===== config.mk =====
export PLATFORM = sky130hd
export DESIGN_NAME = acqbuf_capture_flat
export DESIGN_NICKNAME = d
export VERILOG_FILES = /design/src/rtl/acqbuf_capture_if.sv /design/src/rtl/acqbuf_capture.sv /design/src/flat_wrapper.sv
export SDC_FILE = /design/constraint.sdc
export NUM_CORES = 1
export LEC_CHECK = 0
export ABC_CLOCK_PERIOD_IN_PS = 3130
export CORE_MARGIN = 1
export CORE_UTILIZATION = 50
export DETAILED_ROUTE_END_ITERATION = 10
export DONT_BUFFER_PORTS = 1
export PLACE_DENSITY = 0.68
export SYNTH_ARGS = -nofsm -noshare
export SYNTH_HDL_FRONTEND = slang
export SYNTH_SLANG_ARGS = --single-unit

===== constraint.sdc =====
create_clock -name clk -period 3.13 [get_ports clk]
set_input_delay 0.626 -clock clk [delete_from_list [all_inputs] [get_ports clk]]
set_output_delay 0.626 -clock clk [all_outputs]
set_load 0.05 [all_outputs]

===== src/rtl/acqbuf_capture_if.sv =====
// Control/status and BRAM write-port bundle for the acquisition capture writer.
// The slave side is the capture engine; the master side is whatever drives the
// arm/trigger controls and observes the BRAM write port and status.
interface acqbuf_capture_if #(
  parameter int DW   = 128,
  parameter int AW   = 9,
  parameter int DECW = 8,
  parameter int DLYW = 16
);
  logic            start;
  logic            abort;
  logic            trigger;
  logic [DLYW-1:0] delay;
  logic [DECW-1:0] decim;
  logic [AW:0]     nwords;
  logic [DW-1:0]   adc;
  logic [AW-1:0]   bram_addr;
  logic [DW-1:0]   bram_data;
  logic            bram_we;
  logic            busy;
  logic            done;
  logic [AW:0]     wcount;

  modport master (
    output start, abort, trigger, delay, decim, nwords, adc,
    input  bram_addr, bram_data, bram_we, busy, done, wcount
  );

  modport slave (
    input  start, abort, trigger, delay, decim, nwords, adc,
    output bram_addr, bram_data, bram_we, busy, done, wcount
  );
endinterface


===== src/rtl/acqbuf_capture.sv =====
// Trigger-armed acquisition writer: arm, wait for trigger, wait a programmable
// delay, then write a decimated block of ADC words into the acquisition BRAM.
// All outputs are registered; the write port lags the sampled ADC word by one clk.
module acqbuf_capture #(
  parameter int DW   = 128,
  parameter int AW   = 9,
  parameter int DECW = 8,
  parameter int DLYW = 16
) (
  input  logic            clk,
  input  logic            reset,
  acqbuf_capture_if.slave acq
);

  typedef enum logic [2:0] {
    S_IDLE    = 3'd0,
    S_ARMED   = 3'd1,
    S_DELAY   = 3'd2,
    S_CAPTURE = 3'd3,
    S_DONE    = 3'd4
  } state_t;

  localparam logic [AW:0] DEPTH = {1'b1, {AW{1'b0}}};

  // Requests deeper than the BRAM saturate to the full depth.
  function automatic logic [AW:0] sat_nwords(input logic [AW:0] n);
    return (n > DEPTH) ? DEPTH : n;
  endfunction

  state_t          state, state_nx;
  logic [DLYW-1:0] dly_l, dly_l_nx, dly_cnt, dly_cnt_nx;
  logic [DECW-1:0] dec_l, dec_l_nx, dec_cnt, dec_cnt_nx;
  logic [AW:0]     nw_l, nw_l_nx, wcount_r, wcount_nx;
  logic [AW-1:0]   addr_r, addr_nx;
  logic [DW-1:0]   data_r, data_nx;
  logic            we_r, we_nx, busy_r, busy_nx, done_r, done_nx;
  logic [AW:0]     nw_sat;

  assign nw_sat        = sat_nwords(acq.nwords);
  assign acq.bram_addr = addr_r;
  assign acq.bram_data = data_r;
  assign acq.bram_we   = we_r;
  assign acq.busy      = busy_r;
  assign acq.done      = done_r;
  assign acq.wcount    = wcount_r;

  // State register.
  always_ff @(posedge clk) begin
    if (reset) state <= S_IDLE;
    else       state <= state_nx;
  end

  // Next-state decode; abort outranks every other request, including start.
  always_comb begin
    state_nx = state;
    if (acq.abort) begin
      state_nx = S_IDLE;
    end else begin
      case (state)
        S_IDLE, S_DONE: if (acq.start) state_nx = (nw_sat == '0) ? S_DONE : S_ARMED;
        S_ARMED:        if (acq.trigger) state_nx = (dly_l == '0) ? S_CAPTURE : S_DELAY;
        S_DELAY:        if (dly_cnt == '0) state_nx = S_CAPTURE;
        S_CAPTURE:      if (wcount_r == nw_l) state_nx = S_DONE;
        default:        state_nx = S_IDLE;
      endcase
    end
  end

  // Next values of the latched parameters, counters and registered outputs.
  always_comb begin
    dly_l_nx   = dly_l;
    dec_l_nx   = dec_l;
    nw_l_nx    = nw_l;
    dly_cnt_nx = dly_cnt;
    dec_cnt_nx = (state == S_CAPTURE) ? dec_cnt : '0;
    wcount_nx  = wcount_r;
    addr_nx    = addr_r;
    data_nx    = data_r;
    we_nx      = 1'b0;
    if (!acq.abort) begin
      case (state)
        S_IDLE, S_DONE: begin
          if (acq.start) begin
            dly_l_nx  = acq.delay;
            dec_l_nx  = acq.decim;
            nw_l_nx   = nw_sat;
            wcount_nx = '0;
            addr_nx   = '0;
          end
        end
        S_ARMED: begin
          if (acq.trigger && dly_l != '0) dly_cnt_nx = dly_l - DLYW'(1);
        end
        S_DELAY: begin
          if (dly_cnt != '0) dly_cnt_nx = dly_cnt - DLYW'(1);
        end
        S_CAPTURE: begin
          // The final write has already issued once wcount reaches nw_l.
          if (wcount_r != nw_l) begin
            if (dec_cnt == '0) begin
              addr_nx    = wcount_r[AW-1:0];
              data_nx    = acq.adc;
              we_nx      = 1'b1;
              wcount_nx  = wcount_r + (AW+1)'(1);
              dec_cnt_nx = dec_l;
            end else begin
              dec_cnt_nx = dec_cnt - DECW'(1);
            end
          end
        end
        default: ;
      endcase
    end
    busy_nx = (state_nx == S_ARMED) || (state_nx == S_DELAY) || (state_nx == S_CAPTURE);
    done_nx = (state_nx == S_DONE);
  end

  // Register parameters, counters and outputs; reset returns every one to zero.
  always_ff @(posedge clk) begin
    if (reset) begin
      dly_l    <= '0;
      dec_l    <= '0;
      nw_l     <= '0;
      dly_cnt  <= '0;
      dec_cnt  <= '0;
      wcount_r <= '0;
      addr_r   <= '0;
      data_r   <= '0;
      we_r     <= 1'b0;
      busy_r   <= 1'b0;
      done_r   <= 1'b0;
    end else begin
      dly_l    <= dly_l_nx;
      dec_l    <= dec_l_nx;
      nw_l     <= nw_l_nx;
      dly_cnt  <= dly_cnt_nx;
      dec_cnt  <= dec_cnt_nx;
      wcount_r <= wcount_nx;
      addr_r   <= addr_nx;
      data_r   <= data_nx;
      we_r     <= we_nx;
      busy_r   <= busy_nx;
      done_r   <= done_nx;
    end
  end

endmodule

===== src/flat_wrapper.sv =====
// flat-port wrapper written by rule: the top's interface ports become plain ports
module acqbuf_capture_flat 
#(
  parameter int DW   = 128,
  parameter int AW   = 9,
  parameter int DECW = 8,
  parameter int DLYW = 16
)
  (clk, reset, acq_start, acq_abort, acq_trigger, acq_delay, acq_decim, acq_nwords, acq_adc, acq_bram_addr, acq_bram_data, acq_bram_we, acq_busy, acq_done, acq_wcount);
  acqbuf_capture_if #(.DW(DW), .AW(AW), .DECW(DECW), .DLYW(DLYW)) acq_i ();
  input  logic clk;
  input  logic reset;
  input wire logic [$bits(acq_i.start)-1:0] acq_start;
  input wire logic [$bits(acq_i.abort)-1:0] acq_abort;
  input wire logic [$bits(acq_i.trigger)-1:0] acq_trigger;
  input wire logic [$bits(acq_i.delay)-1:0] acq_delay;
  input wire logic [$bits(acq_i.decim)-1:0] acq_decim;
  input wire logic [$bits(acq_i.nwords)-1:0] acq_nwords;
  input wire logic [$bits(acq_i.adc)-1:0] acq_adc;
  output wire logic [$bits(acq_i.bram_addr)-1:0] acq_bram_addr;
  output wire logic [$bits(acq_i.bram_data)-1:0] acq_bram_data;
  output wire logic [$bits(acq_i.bram_we)-1:0] acq_bram_we;
  output wire logic [$bits(acq_i.busy)-1:0] acq_busy;
  output wire logic [$bits(acq_i.done)-1:0] acq_done;
  output wire logic [$bits(acq_i.wcount)-1:0] acq_wcount;
  assign acq_i.start = acq_start;
  assign acq_i.abort = acq_abort;
  assign acq_i.trigger = acq_trigger;
  assign acq_i.delay = acq_delay;
  assign acq_i.decim = acq_decim;
  assign acq_i.nwords = acq_nwords;
  assign acq_i.adc = acq_adc;
  assign acq_bram_addr = acq_i.bram_addr;
  assign acq_bram_data = acq_i.bram_data;
  assign acq_bram_we = acq_i.bram_we;
  assign acq_busy = acq_i.busy;
  assign acq_done = acq_i.done;
  assign acq_wcount = acq_i.wcount;
  acqbuf_capture #(.DW(DW), .AW(AW), .DECW(DECW), .DLYW(DLYW)) u_core (.clk(clk), .reset(reset), .acq(acq_i));
endmodule

Yosys cells after proc, flatten, opt, wreduce, memory -nomap -nowiden
Cells that the tools add are included.
{"block": "op_classes", "add_sub_neg": 4, "n_lt_le_gt_ge": 1, "eq_ne": 15, "muxes": 26, "bitwise_logic": 3, "n_reduce_logical": 18}
{"cell": "$mux W10", "count": 4}
{"cell": "$mux W8", "count": 5}
{"cell": "$logic_not A16 Y1", "count": 2}
{"cell": "$mux W16", "count": 2}
{"cell": "$pmux W16 S2", "count": 1}
{"cell": "$reduce_bool A16 Y1", "count": 2}
{"cell": "$sub A16 B1 Y16 const B", "count": 2}
{"cell": "$mux W9", "count": 3}
{"cell": "$pmux W10 S2", "count": 1}
{"cell": "$mux W3", "count": 6}
{"cell": "$pmux W9 S2", "count": 1}
{"cell": "$eq A3 B2 Y1 const B", "count": 4}
{"cell": "$pmux W3 S4", "count": 1}
{"cell": "$add A10 B1 Y10 const B", "count": 1}
{"cell": "$eq A10 B10 Y1", "count": 1}
{"cell": "$gt A10 B10 Y1 const B", "count": 1}
{"cell": "$logic_not A10 Y1", "count": 1}
{"cell": "$ne A10 B10 Y1", "count": 1}
{"cell": "$logic_not A8 Y1", "count": 1}
{"cell": "$reduce_and A4 Y1", "count": 2}
{"cell": "$sub A8 B1 Y8 const B", "count": 1}
{"cell": "$eq A3 B1 Y1 const B", "count": 2}
{"cell": "$eq A3 B3 Y1 const B", "count": 2}
{"cell": "$ne A2 B2 Y1 const B", "count": 3}
{"cell": "other kinds (11)", "count": 17}
{"block": "word_totals", "ff_bits": 211, "out_inout_bits": 150}

Logic depth before layout (Yosys ltp)
{"block": "depth", "word_depth": 10, "depth_mapped": 12, "ltp_nobuf": 9}

Worst setup path before layout
No wires, ideal clock.
{"block": "synth_path", "path_type": "reg2reg", "from": "reg u_core.state[1]", "to": "reg u_core.dly_cnt[12]", "setup_time_ps": 131, "t_arrival_ps": 3120, "required_time_ps": 2999, "path_slack_ps": -121, "stages_incl_launch_ff": 13, "period_less_slack_ps": 3251, "path_cell_list": "dfxtp_1 -> buf_2 -> nor3b_4 -> clkbuf_1 -> clkbuf_1 -> mux2i_1 -> ha_1 -> nor3b_1 -> nand2_1 -> o31a_1 -> o31a_1 -> a31oi_1 -> o21ai_0"}
{"block": "synth_between", "elab_chain_cells": 3}
{"item": "start: declaration", "line": "acqbuf_capture.sv:30", "source": "state_t state, state_nx;"}
{"item": "start signal: assignment", "line": "acqbuf_capture.sv:50", "source": "else state <= state_nx;"}
{"item": "$eq A3 B2 Y1 or $eq A3 B1 Y1 (tied branches)", "line": "acqbuf_capture.sv:81", "source": "case (state)"}
{"item": "$ne A2 B1 Y1 (no source line) or $reduce_bool A2 Y1 (tied branches)"}
{"item": "$reduce_and A4 Y1 (no source line)"}
{"item": "end signal: assignment", "line": "acqbuf_capture.sv:136", "source": "dly_cnt <= dly_cnt_nx;"}
{"item": "end: declaration", "line": "acqbuf_capture.sv:31", "source": "logic [DLYW-1:0] dly_l, dly_l_nx, dly_cnt, dly_cnt_nx;"}
Several ways; a longest one is shown, not always the timed one.
A chain may end at the register's enable or synchronous reset.

Final worst setup path
Same ends and word-level chain as after synthesis.

==> metrics list <==
* Top flip-flop cell by instance count after synthesis: sky130_fd_sc_hd__dfxtp_1
* Routed wirelength normalized by instance count: 17.9 um
- The initialized floorplan defines 47 standard-cell rows.
- Final global-route overflow total: 0
* Setup fix buffers added after clock tree synthesis: 0
- Counting every net in the synthesized netlist gives 1,293.
* Required time at the worst-slack endpoint: 3.51 ns
- FILL cells: 1,598
- The tool flagged a number of max-cap violations equal to 0.
* Total Neg Setup Slack: 0 ns
* Total GRT Usage: 25.1%
- Number of buffers created by CTS: 23
- CP top delay family: simple AND/OR/NAND/NOR gates
* Leading cell types by count after synthesis: 358 x sky130_fd_sc_hd__nand2_1, 211 x sky130_fd_sc_hd__dfxtp_1, 192 x sky130_fd_sc_hd__a21oi_1
* Die area: 17,900 um2
* Number of antenna cells inserted: 0
- Startpoint type of the worst setup path: flop
- Yosys warnings: 0
- Most frequently used cell type in the post-synthesis netlist: sky130_fd_sc_hd__nand2_1
- Instance count after placement with tap cells included: 1,280
* Die Ht: 134 um
* Root buffer cell: sky130_fd_sc_hd__clkbuf_16
* Power density of the placed cells: 590 nW/um2
- Reg2reg start: u_core.state[1]
- CTS hold repair buffers: 0
* DRT antenna net count: 0
- Routed wire length: 23,600 um
- After layout, the worst path uses 86.7% of the clock period.
- Setup Slack @ Placement: 0.480 ns
- Most frequent cell on the critical path: sky130_fd_sc_hd__nand2_1
- The synthesized design contains 211 register bits.
- The total area inside the core boundary comes to 16,800 um2.
* Pins over their slew limit: 0
- Async set-reset flop share out of synthesis: 0%
- After clock tree synthesis, the clock-pin slew on the worst setup and hold paths is 0.06 ns.
- Horizontal extent of the die: 134 um
- In this run the most critical hold path is launched from acq_abort.
- Cell chain of the critical path: nor3b_4, mux2i_1, ha_1, nor3b_2, nand2_1, o31ai_1, nand2_1, a31oi_1, o21ai_0
- The flow ran to the end, and the final reports show no timing, DRC or antenna violations.
- Static leakage: 3.18 nW
* Share of cells above drive strength 1: 7.26%
* Number of failing setup endpoints in the final timing report: 0
- The number of global-route vias before repair was 6,978.
- For flop-to-flop paths, the worst setup slack is 0.42 ns.
* Number of buffer and inverter stages on the critical path: 0
* Initial cell density of the core: 51.8%
- Worst-case hold slack: 0.193 ns
- NumNets Final: 1,256
- Counting instances, the worst hold path has a depth of 1.
* Maximum vdd drop: 0.454 mV
* Clock tree skew after final layout: 0.00855 ns
- Leaving out filler cells and counting taps, the final layout contains 1,322.
- Counting along the longest clock path gives a buffer depth of 3.
* Starting DRT DRC Count: 558
- Number of distinct library cell variants in the gate-level netlist after synthesis: 66
- Post-layout minimum cycle time: 2.71 ns
- Clock latency on the worst-skew pair: 0.50 ns
- In this run the count of I/O pins placed on the die edge is 317.
- Fmax achieved: 369 MHz
- Largest cells by area after synthesis: sky130_fd_sc_hd__dfxtp_1 49%, sky130_fd_sc_hd__nand2_1 15%, sky130_fd_sc_hd__a21oi_1 11%
- The largest single stage delay on the critical path is 0.48 ns.
* Via total after detailed routing: 7,541
- Of all nets on the critical path, the largest fanout is 10.
- Portion of synthesized cell area occupied by the leading cell type: 48.7%
- Kind of end point of the critical path: flop
* Class of the most critical hold timing path: in -> reg
* Largest net degree at the start of global routing: 208
- Number of levels the H-tree was split into: 1
* Most area-hungry cell type in the Yosys netlist: sky130_fd_sc_hd__dfxtp_1
- For this design, the sink count on the clock tree is 211.
* Hold path endpoint: u_core.acq.done
- Crit Reg-Reg Endpoint: u_core.dly_cnt[12]
- Worst Reg2Reg Path Length in Cells: 9
- Slowest CP cell: sky130_fd_sc_hd__o31ai_1
- Number of hold-slack violations in the final timing report: 0
- Arrival time reported for the critical path endpoint: 3.09 ns
- The number of gates resized after CTS was 0.
- Placer Congestion: 0.868
- After layout, the worst setup slack is 0.418 ns.
- Area growth syn-to-layout: 9.92%
- Global-route wire length before repair: 36,500 um
- Number of input and output port buffers inserted: 0
- After technology mapping, the gate count stands at 1,122.
* WS Path Type: reg -> reg
- After detailed routing, the number of vias per cell comes to 5.70.
- In this run the mean area of a mapped cell was 7.73 um2.
- Sum of net half-perimeters after detailed placement: 16,200 um
- After synthesis the cells add up to 8680 um2.
- Sequential cell area fraction in the yosys report: 48.7%
- Rel. slew slack: 16.6%
- The initial antenna violation count is 0.
* Unrepaired setup endpoints after global routing: false
- TritonCTS clock tree: done
- Before antenna repair, the detailed router went through 6 iterations.
- Number of DRC violations after detailed routing: 0
- For the pin with the worst max-slew slack, the measured transition is 1.24 ns.
- Count of flip-flops with a built-in enable after synthesis: 0
-- per-layer routing --
metal | wire (um) | GRT usage (%) | vias to the layer above
li1 | - | - | 3734
met2 | 11600 | 42.8 | 268
met5 | 0 | 0 | -
met1 | 9360 | 30.3 | 3488
met3 | 1890 | 6.81 | 51
met4 | 762 | 8.46 | 0
-- state kept, by name (all words and copies together) (netlist names) --
signal / cells
u_core.acq.bram_data: 128
u_core.dly_cnt: 16
u_core.dly_l: 16
u_core.acq.wcount: 10
u_core.nw_l: 10
u_core.acq.bram_addr: 9
u_core.dec_cnt: 8
u_core.dec_l: 8
u_core.state: 3
u_core.acq.bram_we: 1
u_core.acq.busy: 1
u_core.acq.done: 1
-- power breakdown --
group / switching, mW / internal, mW
clock: 1.10 / 1.50
sequential: 0.0446 / 2.72
combinational: 0.159 / 0.0993
total: 1.30 / 4.32
-- how the worst max path moves through the flow --
stage	from	slack [ns]	to	cells after the start
floorplan	u_core.state[1]	0.03	u_core.dly_cnt[12]	12
global placement	u_core.acq.wcount[9]	0.58	u_core.dec_cnt[6]	5
detailed placement	u_core.acq.wcount[9]	0.48	u_core.acq.wcount[9]	6
CTS	u_core.acq.wcount[9]	0.48	u_core.acq.wcount[9]	6
global route	u_core.state[1]	0.09	u_core.dly_cnt[12]	9
finish	u_core.state[1]	0.42	u_core.dly_cnt[12]	9
-- cells in the final DEF, fill, tap and decap left out, types with 3 or more instances in the layout --
cell type,count
sky130_fd_sc_hd__o31a_1,5
sky130_fd_sc_hd__nor4_1,12
sky130_fd_sc_hd__xor2_1,10
sky130_fd_sc_hd__nor3_1,14
sky130_fd_sc_hd__nand4_1,7
sky130_fd_sc_hd__inv_1,9
sky130_fd_sc_hd__clkbuf_16,23
sky130_fd_sc_hd__buf_12,3
sky130_fd_sc_hd__o2111ai_1,6
sky130_fd_sc_hd__mux2i_1,5
sky130_fd_sc_hd__nand3_1,29
sky130_fd_sc_hd__clkinvlp_4,4
sky130_fd_sc_hd__ha_1,4
sky130_fd_sc_hd__o31ai_1,5
sky130_fd_sc_hd__a211oi_1,7
sky130_fd_sc_hd__a21o_1,3
sky130_fd_sc_hd__nand3b_1,4
sky130_fd_sc_hd__nand2_1,358
sky130_fd_sc_hd__dfxtp_1,211
sky130_fd_sc_hd__and3_1,3
sky130_fd_sc_hd__nor3b_1,9
sky130_fd_sc_hd__a21boi_0,3
sky130_fd_sc_hd__nor2b_1,3
sky130_fd_sc_hd__clkbuf_8,3
sky130_fd_sc_hd__a31oi_1,12
sky130_fd_sc_hd__nand2b_1,3
sky130_fd_sc_hd__nor2_1,44
sky130_fd_sc_hd__o21ai_0,24
sky130_fd_sc_hd__clkinv_2,10
sky130_fd_sc_hd__o22ai_1,3
sky130_fd_sc_hd__a21oi_1,192
sky130_fd_sc_hd__buf_4,20
sky130_fd_sc_hd__or4_1,7
-- final cells by class --
| cell class | instances | area [um2] | area share (%) |
|---|---|---|---|
| Sequential cell | 211 | 4220 | 44.3 |
| Clock inverter | 16 | 119 | 1.25 |
| Inverter | 9 | 33.8 | 0.354 |
| Multi-Input combinational cell | 817 | 4060 | 42.6 |
| Tap cell | 220 | 275 | 2.89 |
| Timing Repair Buffer | 23 | 210 | 2.20 |
| Clock buffer | 26 | 617 | 6.47 |
-- cell families after synthesis --
logic type                 share of synthesized area, %
and+or+nand+nor                                    25.9
AOI/OAI and AO/OA                                  18.3
DFF                                                48.7
buffers and inverters                              4.70
xor gates and xnor gates                           1.21
muxes                                             0.706
adders and majority gates                         0.577
-- per-stage QoR --
stage	utilization (%)	area [um2]	total power [mW]
after detailed placement	52.5	8800	3.07
after floorplan	-	8680	3.05
after global routing	56.9	9540	5.85
final	56.9	9540	5.63
after global placement	52.5	8800	3.07
after CTS	56.9	9540	5.68
Note: power is estimated with default switching activity, not from simulation.
